===== src/rtl/serial_pkg.sv =====
// rtl/serial_pkg.sv - shared receiver state encoding and word width constant
package serial_pkg;

  // Word width shared with the transmitter side
  localparam int SERIAL_DATA_W = 8;

  // Receiver states; PARITY is only reachable when SERIAL_RX_PARITY_EN is defined
  typedef enum logic [1:0] {
    IDLE   = 2'd0,
    SHIFT  = 2'd1,
    PARITY = 2'd2
  } rx_state_t;

endpackage


===== src/rtl/sync_edge.sv =====
// rtl/sync_edge.sv - multi-stage input synchronizer with rising-edge detect
module sync_edge #(
  parameter int STAGES = 2
) (
  input  logic clk,
  input  logic rst,
  input  logic din,
  output logic dout,
  output logic rise
);

  logic [STAGES-1:0] sync_q;
  logic              prev_q;

  // Shift the async input through the synchronizer chain and keep one more delayed copy for edge detect
  always_ff @(posedge clk) begin
    if (!rst) begin
      sync_q <= '0;
      prev_q <= 1'b0;
    end else begin
      sync_q <= {sync_q[STAGES-2:0], din};
      prev_q <= sync_q[STAGES-1];
    end
  end

  assign dout = sync_q[STAGES-1];
  assign rise = sync_q[STAGES-1] & ~prev_q;

endmodule


===== src/rtl/serial_rx.sv =====
// rtl/serial_rx.sv - framed MSB-first serial receiver; optional even parity via SERIAL_RX_PARITY_EN
module serial_rx
  import serial_pkg::*;
#(
  parameter int DATA_W      = SERIAL_DATA_W,
  parameter int SYNC_STAGES = 2
) (
  input  logic              clk,
  input  logic              rst,
  input  logic              transmission,
  input  logic              clock,
  input  logic              data,
  output logic [DATA_W-1:0] rx_data,
  output logic              rx_valid,
  output logic              frame_err
);

  localparam int CNT_W = $clog2(DATA_W + 1);
  localparam logic [CNT_W-1:0] LAST_BIT = CNT_W'(DATA_W - 1);

  logic t_s, d_s, sclk_rise;
  logic csync_unused, t_rise_unused, d_rise_unused;

  rx_state_t state, next_state;

  logic [DATA_W-1:0] shreg;
  logic [DATA_W-1:0] word_next;
  logic [CNT_W-1:0]  cnt;

  logic start, shift_en, word_done, abort_err, load_word, err_pulse;

  sync_edge #(.STAGES(SYNC_STAGES)) u_sync_t (
    .clk(clk), .rst(rst), .din(transmission), .dout(t_s), .rise(t_rise_unused)
  );

  sync_edge #(.STAGES(SYNC_STAGES)) u_sync_c (
    .clk(clk), .rst(rst), .din(clock), .dout(csync_unused), .rise(sclk_rise)
  );

  sync_edge #(.STAGES(SYNC_STAGES)) u_sync_d (
    .clk(clk), .rst(rst), .din(data), .dout(d_s), .rise(d_rise_unused)
  );

  assign word_next = {shreg[DATA_W-2:0], d_s};

  // State register
  always_ff @(posedge clk) begin
    if (!rst) state <= IDLE;
    else      state <= next_state;
  end

  // Next-state logic; a transmission fall always takes priority over a serial clock edge
  always_comb begin
    next_state = state;
    case (state)
      IDLE:  if (t_s) next_state = SHIFT;
      SHIFT: begin
        if (!t_s) next_state = IDLE;
`ifdef SERIAL_RX_PARITY_EN
        else if (word_done) next_state = PARITY;
`endif
      end
`ifdef SERIAL_RX_PARITY_EN
      PARITY: begin
        if (!t_s)           next_state = IDLE;
        else if (sclk_rise) next_state = SHIFT;
      end
`endif
      default: next_state = IDLE;
    endcase
  end

  // Per-cycle control decodes driving the datapath and output pulses
  always_comb begin
    start     = (state == IDLE) && t_s;
    shift_en  = (state == SHIFT) && t_s && sclk_rise;
    word_done = shift_en && (cnt == LAST_BIT);
    abort_err = (state == SHIFT) && !t_s && (cnt != '0);
`ifdef SERIAL_RX_PARITY_EN
    load_word = (state == PARITY) && t_s && sclk_rise && !(^shreg ^ d_s);
    err_pulse = abort_err || ((state == PARITY) && !t_s) ||
                ((state == PARITY) && t_s && sclk_rise && (^shreg ^ d_s));
`else
    load_word = word_done;
    err_pulse = abort_err;
`endif
  end

  // Shift register, bit counter and registered outputs
  always_ff @(posedge clk) begin
    if (!rst) begin
      shreg     <= '0;
      cnt       <= '0;
      rx_data   <= '0;
      rx_valid  <= 1'b0;
      frame_err <= 1'b0;
    end else begin
      rx_valid  <= load_word;
      frame_err <= err_pulse;
      if (load_word) begin
`ifdef SERIAL_RX_PARITY_EN
        rx_data <= shreg;
`else
        rx_data <= word_next;
`endif
      end
      if (start) begin
        shreg <= '0;
        cnt   <= '0;
      end else if (abort_err) begin
        cnt <= '0;
      end else if (shift_en) begin
        shreg <= word_next;
        cnt   <= word_done ? '0 : cnt + 1'b1;
      end
    end
  end

endmodule


===== config.mk =====
export PLATFORM = sky130hd
export DESIGN_NAME = serial_rx
export DESIGN_NICKNAME = d
export VERILOG_FILES = /design/src/rtl/serial_pkg.sv /design/src/rtl/sync_edge.sv /design/src/rtl/serial_rx.sv
export SDC_FILE = /design/constraint.sdc
export NUM_CORES = 1
export LEC_CHECK = 0
export CORE_MARGIN = 1.5
export CORE_UTILIZATION = 50
export CTS_CLUSTER_DIAMETER = 150
export CTS_CLUSTER_SIZE = 30
export DETAILED_ROUTE_END_ITERATION = 6
export PLACE_DENSITY = 0.73
export RECOVER_POWER = 50
export SETUP_SLACK_MARGIN = 0.2
export SLEW_MARGIN = 20
export SYNTH_ARGS = -nofsm -noshare
export SYNTH_HDL_FRONTEND = slang
export SYNTH_HIERARCHICAL = 1
export SYNTH_SLANG_ARGS = --single-unit

===== constraint.sdc =====
create_clock -name clk -period 4.5 [get_ports clk]
set_input_delay 0.9 -clock clk [delete_from_list [all_inputs] [get_ports clk]]
set_output_delay 0.9 -clock clk [all_outputs]
set_load 0.01 [all_outputs]

==> impl_results.md, run 1 <==
* Net Count, Synth at 112
* Max clock buf depth at 2
* Unrepaired setup endpoints after global routing: false
* CP max FO at 11
* Vias post-DR at 704
* Resize count post-CTS at 0
* Initial Utilization at 54.7%
* CTS tree: done
* Hold Buf Count CTS at 0
* Total CTS buffers at 5
* Pleak at 0.000487 µW
* DRC Markers at 0
* Worst endpoint required time at 4730 ps
* Final worst path period share at approximately 57%
* Die width at about 50 µm
* Overflow after GRT at 0
* ANT cells at 0
* Critical Path AT at 2780 ps
* Syn. warnings at 6
* Crit-path slowest cell: nor3b_1
* DP HPWL at 1.14 mm
* Share of cells above drive strength 1 at 10.7%
* Crit start category: flip-flop
* Bufs and invs on worst path at 0
* Power, Total at 571 µW
* Power per cell area at 416 nW/µm²
* Clock Sinks at 29
* Via density at 4.76
* First-pass GRT wire length at 2.97 mm
* Mapped Cells at 102
* Vias in the first global route at 703
* Initial antenna violation count at 0
* Nets@finish at 130
* DRT Wirelength at 1.66 mm
* Syn avg cell area at 10.8 µm²
* Fillcell total at 172
* VDD IR max at between 0.4 and 0.5 mV
* Final setup fails at 0
* Pin count of the biggest net entering global routing at 20
* RePlAce Congestion at ~0.76
* Crit-path cells: ha_1 -> nand3_1 -> nor3b_1 -> mux2i_1 -> nor2b_1
* Reg clk slew, reported paths at 90 ps
* CP delay by family, top: simple AND/OR/NAND/NOR gates
* Post-DR wirelength/cell at 11.2 µm
* DRT Pass-1 Iters at 3
* I/O Pins at 15
* GRT Total Usage at 16.5%
* Worst-Margin Slew at approximately 1700 ps
* Finished Layout Cells at 148
* Total placed cells including tap cells at 140
* Site Rows at 16
* Hold Crit Class: reg -> reg
* Failing checks: capacitance limit, slew limit
* Clk Tree Root Cell: clkbuf_4
* Port Buf Inserts at 14
* Die footprint at 2500 µm²
* CP peak stage delay at 1370 ps
* Status: finished, violations left
* Crit Path Class: reg -> reg
* Relative slew slack at -14.4%
* Die height at 50.0 µm
* Clock Latency Late Sink at 330 ps
* Post-CTS Setup Bufs at 0
* Min cycle time layout at 2560 ps
* Routed Antenna Nets at 0
* Area delta synth->final at 23.9%
* H-tree Lvls at 2
* Max Clock Skew at 4.60 ps
* DRT iter0 DRCs at 6
* Crit. End Element: flip-flop
* Final Hold Vio Count at 0
* Syn Std Cell Area at 1110 µm²
* Max Clock Freq at 391 MHz
* Slew Viols, Final at 12
* Final TNS setup at 0 ps
* Core Area at 2020 µm²
* # Max-Cap Violations at 1
==> registers in the layout (all words and copies together), names as in the netlist <==
name,cells
rx_valid,1
u_sync_d/sync_q,2
state,1
cnt,4
u_sync_t/sync_q,2
u_sync_c/sync_q,2
frame_err,1
u_sync_c/prev_q,1
rx_data,8
shreg,7
==> stage by stage <==
stage          util [%]  setup WS (ps)  area (µm²)  hold WS, ps
6_report           67.8           1940        1370          434
5_1_grt            67.8           1670        1370          461
4_1_cts            68.0           2330        1380          436
2_1_floorplan         -           2960        1110          406
3_5_place_dp       62.9           2000        1270          417
3_3_place_gp       62.9           2040        1270          408
==> power by group <==
part	switching, µW	internal, µW
clock network	91.9	172
logic	16.6	20.1
registers	6.24	264
==> per-layer routing <==
metal	up-vias	global-route usage, %	wire, µm
met5	-	0	0
met3	7	7.27	92
li1	367	-	-
met4	0	12.0	50
met1	314	16.8	741
met2	16	26.5	779
==> area by class of cell <==
type / count / area [µm²] / area share [%]
flip-flops and latches: 29 / 581 / 42.4
multi-input cells: 66 / 498 / 36.3
repair buffers: 14 / 140 / 10.2
clock inverters: 3 / 65.1 / 4.75
clock buffers: 5 / 37.5 / 2.74
well taps: 27 / 33.8 / 2.47
inverters: 4 / 15.0 / 1.10
==> path summary, 6_finish.rpt <==
| check | cells after the start | to | slack, ps | start |
|---|---|---|---|---|
| worst max register to register | 5 | rx_data[3]$_SDFFE_PN0P_ | 1940 | state[0]$_SDFFE_PN0P_ |
| worst min-delay path | 1 | u_sync_c/sync_q[1]$_SDFF_PN0_ | 430 | u_sync_c/sync_q[0]$_SDFF_PN0_ |
| worst max-delay path | 5 | rx_data[3]$_SDFFE_PN0P_ | 1940 | state[0]$_SDFFE_PN0P_ |
| worst min register to register | 1 | u_sync_c/sync_q[1]$_SDFF_PN0_ | 430 | u_sync_c/sync_q[0]$_SDFF_PN0_ |
==> cell usage in the layout (no fill, tap or decap), types with 2 or more instances in the layout <==
cell type / n
nand3_1: 3
nor2b_1: 8
clkdlybuf4s50_1: 13
and2_0: 3
nor2_1: 9
and2_1: 6
bufinv_16: 2
ha_1: 5
dfxtp_1: 29
a21oi_1: 2
mux2i_1: 15
xnor2_1: 2
inv_1: 4
nand2_1: 3
clkbuf_4: 5
No activity file was read; power rests on OpenSTA's default activity.
==> run 2: changes to the inputs <==
--- a/config.mk
+++ b/config.mk
@@ -6,7 +6,7 @@
 export NUM_CORES = 1
 export LEC_CHECK = 0
 export CORE_MARGIN = 1.5
-export CORE_UTILIZATION = 50
+export CORE_UTILIZATION = 48
 export CTS_CLUSTER_DIAMETER = 150
 export CTS_CLUSTER_SIZE = 30
 export DETAILED_ROUTE_END_ITERATION = 6
==> constraint.sdc (replaced) <==
create_clock -name clk -period 2.1 [get_ports clk]
set_input_delay 0.42 -clock clk [delete_from_list [all_inputs] [get_ports clk]]
set_output_delay 0.42 -clock clk [all_outputs]
set_load 0.01 [all_outputs]
==> run 2 against run 1 <==
Net effect: the flow now finishes without violations; cell count grew 2.0%; routed wire length shrank 2.6%; clock skew grew 5.5 ps; clock-buffer cell count is the same; worst hold slack lost 3.5 ps; global-route usage shrank 1.0 points; register-to-register slack lost 1600 ps; core utilization shrank 4.8 points; sequential cell count is the same; non-clock buffer count grew 2; clock power grew 110%.
==> impl_results.md, run 2 (synthesized netlist as in run 1, its figures left out) <==
* Status: completed
* Relative slew slack at 63.8%
* Crit start category: flip-flop
* Area delta synth->final at 24.8%
* Core Area at 2190 µm²
* CP max FO at 7
* Critical Path AT at 1950 ps
* Vias post-DR at 703
* Power per cell area at 885 nW/µm²
* DP HPWL at 1.11 mm
* Clock Sinks at 29
* Finished Layout Cells at 151
* Fillcell total at around 180
* Hold Buf Count CTS at 0
* Die width at 51.0 µm
* Final Hold Vio Count at 0
* Max reg flops at 8
* Crit-path cells: inv_1 -> ha_1 -> or3b_1 -> a21oi_4 -> mux2i_1 -> nor2_1
* Reg clk slew, reported paths at approximately 100 ps
* DRT iter0 DRCs at 4
* Die footprint at between 2000 and 3000 µm²
* Max Clock Freq at 576 MHz
* DRC Markers at 0
* GRT Total Usage at between 15 and 20%
* Pin count of the biggest net entering global routing at 19
* GR peak layer: met2
* Pleak at between 0.0005 and 0.0006 µW
* Crit-path slowest cell: or3b_1
* Resize count post-CTS at 0
* I/O Pins at 15
* CTS tree: done
* CP peak stage delay at approximately 420 ps
* Clock Latency Late Sink at 330 ps
* DRT Pass-1 Iters at 2
* Via density at 4.66
* Most common cell after layout, fill and taps aside: dfxtp_1
* Max clock buf depth at 2
* Final setup fails at 0
* Routed Antenna Nets at 0
* Global Route met1 Usage at 19.6%
* Post-CTS Setup Bufs at 0
* Total placed cells including tap cells at 143
* Share of cells above drive strength 1 at between 10% and 20%
* ANT cells at 0
* Unrepaired setup endpoints after global routing: false
* Slew Viols, Final at 0
* Biggest registers after layout: rx_data x8, shreg x7, cnt x4
* # Max-Cap Violations at 0
* Hold Crit Class: reg -> reg
* H-tree Lvls at 2
* Crit Path Class: reg -> reg
* Final worst path period share at 82.7%
* First-pass GRT wire length at 2.80 mm
* Clk Tree Root Cell: clkbuf_4
* Grt met2 use at between 10% and 20%
* Commonest cells after routing, fill and taps aside: dfxtp_1 (29), mux2i_1 (15), clkdlybuf4s50_1 (12), nor2_1 (9), nor2b_1 (8)
* Top reg by flops: rx_data
* Overflow after GRT at 0
* Worst-Margin Slew at 544 ps
* Initial Utilization at 50.5%
* Die height at 51.0 µm
* VDD IR max at 0.580 mV
* Site Rows at 17
* Worst endpoint required time at around 2300 ps
* Total CTS buffers at 5
* Min cycle time layout at ~1700 ps
* Port Buf Inserts at 14
* Hold slack at 431 ps
* Vias in the first global route at approximately 610
* Max Clock Skew at 10.1 ps
* RePlAce Congestion at 0.783
* Post-DR wirelength/cell at 10.7 µm
* Initial antenna violation count at 0
* Crit. End Element: flip-flop
* Nets@finish at 132
* Final TNS setup at 0 ps
* DRT Wirelength at 1.62 mm
* Met3 GRT Util at 8.19%
## run 2: cell types whose count changed in the layout (fill, tap and decap cells not counted), sizes merged
cell	previous run	this run
buf	0	1
clkbuf	5	6
clkdlybuf4s50	13	12
dlygate4sd3	1	2
## run 2: cell type report
type / instances / area (µm²) / share of cell area, %
Clock buffer: 5 / 37.5 / 2.72
Clock inverter: 3 / 65.1 / 4.71
Inverter: 4 / 15.0 / 1.09
Multi-Input combinational cell: 66 / 495 / 35.9
Sequential cell: 29 / 581 / 42.1
Tap cell: 28 / 35.0 / 2.54
Timing Repair Buffer: 16 / 151 / 11.0
## run 2: final timing paths
| check | cells after the start | slack, ps | to | startpoint |
|---|---|---|---|---|
| max | 6 | 360 | shreg[4]$_SDFFE_PP0P_ | cnt[0]$_SDFFE_PP0P_ |
| min reg2reg | 1 | 430 | u_sync_c/sync_q[1]$_SDFF_PN0_ | u_sync_c/sync_q[0]$_SDFF_PN0_ |
| min | 1 | 430 | u_sync_c/sync_q[1]$_SDFF_PN0_ | u_sync_c/sync_q[0]$_SDFF_PN0_ |
| max reg2reg | 6 | 360 | shreg[4]$_SDFFE_PP0P_ | cnt[0]$_SDFFE_PP0P_ |
## run 2: critical path: cells and delay by family (launching register included)
family                     cells  cell delay [ps]
muxes                          1              230
and+or+nand+nor                2              470
AOI/OAI and AO/OA              1              340
adders and majority gates      1              130
buffers and inverters          1               90
DFF                            1              370
## run 2: layer usage
layer	vias up	share of wire (%)	wire, µm
met5	-	0	0
met3	7	6.4	103
met1	310	51	830
met4	0	3.2	51
li1	371	-	-
met2	15	39	633
## run 2: metrics by stage
step / total power, µW / utilization [%] / setup WS (ps) / area, µm²
after floorplan: 652 / - / 560 / 1110
after global placement: 671 / 58.8 / 501 / 1290
after detailed placement: 674 / 58.8 / 406 / 1290
after CTS: 1240 / 63.5 / 397 / 1390
after global routing: 1280 / 63.0 / 222 / 1380
final: 1220 / 63.0 / 363 / 1380
## run 2: power breakdown
group          switching (µW)  leakage, µW  internal, µW
Combinational            36.2     0.000212          43.7
Sequential               12.7     0.000235           565
Clock                     194    0.0000552           369
Total                     243     0.000502           977
==> run 3: changes to the inputs <==
==> constraint.sdc (replaced) <==
create_clock -name clk -period 1.5 [get_ports clk]
set_input_delay 0.3 -clock clk [delete_from_list [all_inputs] [get_ports clk]]
set_output_delay 0.3 -clock clk [all_outputs]
set_load 0.01 [all_outputs]
==> run 3 against run 2 <==
Net effect: the run now ends with setup timing left; via count rose by 8.8%; first-iteration DRC count grew to 3.3 times the previous value; critical path depth grew 1; global-route usage increased by 3.2 points; die area is the same; sequential share of layout area shrank 3.5 points; clock skew fell by 2.9 ps; largest power group unchanged.
==> impl_results.md, run 3 (synthesized netlist as in run 1, its figures left out) <==
* Status: finished, violations left
* Failing checks: setup timing
* Max reg flops at 8
* Reg-to-reg endpoint: shreg[2]$_SDFFE_PP0P_
* Vias in the first global route at roughly 770
* Reg clk slew, reported paths at ~90 ps
* Crit-path cells: inv_2 -> ha_4 -> or3b_4 -> a21oi_4 -> buf_6 -> mux2i_1 -> nor2_1
* Fillcell total at 172
* Hold Crit Class: reg -> reg
* Most common cell after layout, fill and taps aside: dfxtp_1
* Min cycle time layout at 1570 ps
* DRT Wirelength at 2.02 mm
* Die footprint at 2600 µm²
* Unrepaired setup endpoints after global routing: true
* Share of cells above drive strength 1 at 28.4%
* CP peak stage delay at 390 ps
* Clk Tree Root Cell: clkbuf_4
* Crit Path Class: reg -> reg
* Pleak at 0.000586 µW
* RePlAce Congestion at 0.770
* Worst hold path endpoint: u_sync_t/sync_q[1]$_SDFF_PN0_
* Critical Path AT at 1780 ps
* I/O Pins at 15
* Hold Buf Count CTS at 0
* Worst R2R Setup Slack at -70 ps
* Area delta synth->final at 37.3%
* DRC Markers at 0
* Core Area at ~2200 µm²
* H-tree Lvls at 2
* Initial Utilization at around half
* Clock share of power at roughly 33%
* Vias post-DR at roughly 770
* Pin count of the biggest net entering global routing at 19
* Final Worst Setup Slack at -74.0 ps
* DP HPWL at ~1.3 mm
* Gate power share at a little under a tenth
* Max Clock Freq at 635 MHz
* GRT Total Usage at 18.7%
* Power per cell area at 933 nW/µm²
* Bufs and invs on worst path at 2
* CP max FO at 3
* Port Buf Inserts at 14
* Final setup fails at 13
* Site Rows at 17
* Worst hold start: u_sync_t/sync_q[0]$_SDFF_PN0_
* Overflow after GRT at 0
* Final worst path period share at 105%
* VDD IR max at 0.801 mV
* Post-DR wirelength/cell at between 10 and 15 µm
* Worst-Margin Slew at 600 ps
* Clock Sinks at 29
* Crit start category: flip-flop
* Final TNS setup at -432 ps
* Sw Ratio at 23.4%
* Max clock buf depth at 2
* FF-to-FF path depth at 7
* CP delay by family, top: simple AND/OR/NAND/NOR gates
* Worst r2r src: cnt[1]$_SDFFE_PP0P_
* Total CTS buffers at 5
* Crit. End Element: flip-flop
* Commonest cells after routing, fill and taps aside: dfxtp_1 (25), mux2i_1 (15), dlygate4sd2_1 (10), nor2_1 (8), nor2b_1 (8)
* Placement Cell Area at approximately 1300 µm²
* Clock Latency Late Sink at about 320 ps
* Crit-path slowest cell: or3b_4
* Sequential Power Share at 57.9%
* Slew Viols, Final at 0
* Hold path cells at 1
* Relative slew slack at roughly 60%
* Switching Power at 331 µW
* Max Clock Skew at 7.20 ps
* Via density at 4.72
* # Max-Cap Violations at 0
* DRT iter0 DRCs at 13
* Initial antenna violation count at 0
* Routed Antenna Nets at 0
* First-pass GRT wire length at around 3.4 mm
* Hold slack at roughly 440 ps
* Final Hold Vio Count at 0
* DRT Pass-1 Iters at 4
* Die height at 51.0 µm
* Worst endpoint required time at 1710 ps
* ANT cells at 0
* Top reg by flops: rx_data
* Biggest registers after layout: rx_data x8, shreg x7, cnt x4
* Die width at 51.0 µm
* Nets@finish at 144
* Cell area after layout at 1520 µm²
* CTS tree: done
* Internal power at 1090 µW
==> run 3: changes by cell type in the layout (fill, tap and decap cells not counted), moves of 3 or more <==
cell             before  now
dlygate4sd2_1         0   10
ha_1                  5    2
dfxtp_2               0    4
dfxtp_1              29   25
buf_4                 1    7
buf_6                 0    6
clkdlybuf4s50_1      12    3
ha_4                  0    3
==> run 3: area by class of cell <==
type / count / area [µm²] / area share [%]
Timing Repair Buffer: 28 / 251 / 16.6
Sequential cell: 29 / 586 / 38.6
Clock buffer: 7 / 55.1 / 3.62
Inverter: 4 / 15.0 / 0.988
Multi-Input combinational cell: 66 / 577 / 38.0
Tap cell: 28 / 35.0 / 2.31
==> run 3: worst max path at each step <==
| stage | start | to | slack (ps) | cells after the start |
|---|---|---|---|---|
| floorplan | cnt[0]$_SDFFE_PP0P_ | shreg[0]$_SDFFE_PP0P_ | -10 | 6 |
| global placement | cnt[0]$_SDFFE_PP0P_ | shreg[3]$_SDFFE_PP0P_ | -30 | 6 |
| detailed placement | cnt[0]$_SDFFE_PP0P_ | shreg[2]$_SDFFE_PP0P_ | -90 | 6 |
| CTS | cnt[1]$_SDFFE_PP0P_ | shreg[2]$_SDFFE_PP0P_ | -70 | 7 |
| global route | cnt[1]$_SDFFE_PP0P_ | shreg[2]$_SDFFE_PP0P_ | -150 | 7 |
| finish | cnt[1]$_SDFFE_PP0P_ | shreg[2]$_SDFFE_PP0P_ | -70 | 7 |
==> run 3: power by group through the flow <==
stage                     Sequential (µW)  Clock [µW]  Combinational, µW
final                                 820         466                131
after global routing                  824         516                147
after CTS                             820         480                133
after detailed placement              838           0                123
after global placement                837           0                119
after floorplan                       835           0               90.3
==> run 3: stage by stage <==
| step | instances | util (%) | total power (µW) | setup WS (ps) |
|---|---|---|---|---|
| 3_3_place_gp | 148 | 61.5 | 956 | -28.1 |
| 6_report | 162 | 69.3 | 1420 | -74.0 |
| 5_1_grt | 162 | 69.3 | 1490 | -150 |
| 2_1_floorplan | 102 | - | 925 | -10.8 |
| 4_1_cts | 161 | 68.4 | 1430 | -65.1 |
| 3_5_place_dp | 148 | 61.5 | 961 | -89.7 |
==> run 3: repair_timing <==
item                       CTS  global route
pin swaps                    5             4
setup endpoints to repair   30            21
buffers inserted             6             1
gates resized for setup     25             5
hold endpoints to repair     0             0
==> run 3: per-layer routing <==
layer	up-vias	global-route usage (%)	wire length [µm]
met4	0	9.46	40
met3	5	8.19	106
met2	15	28.8	942
met5	-	0	0
li1	394	-	-
met1	351	22.0	931
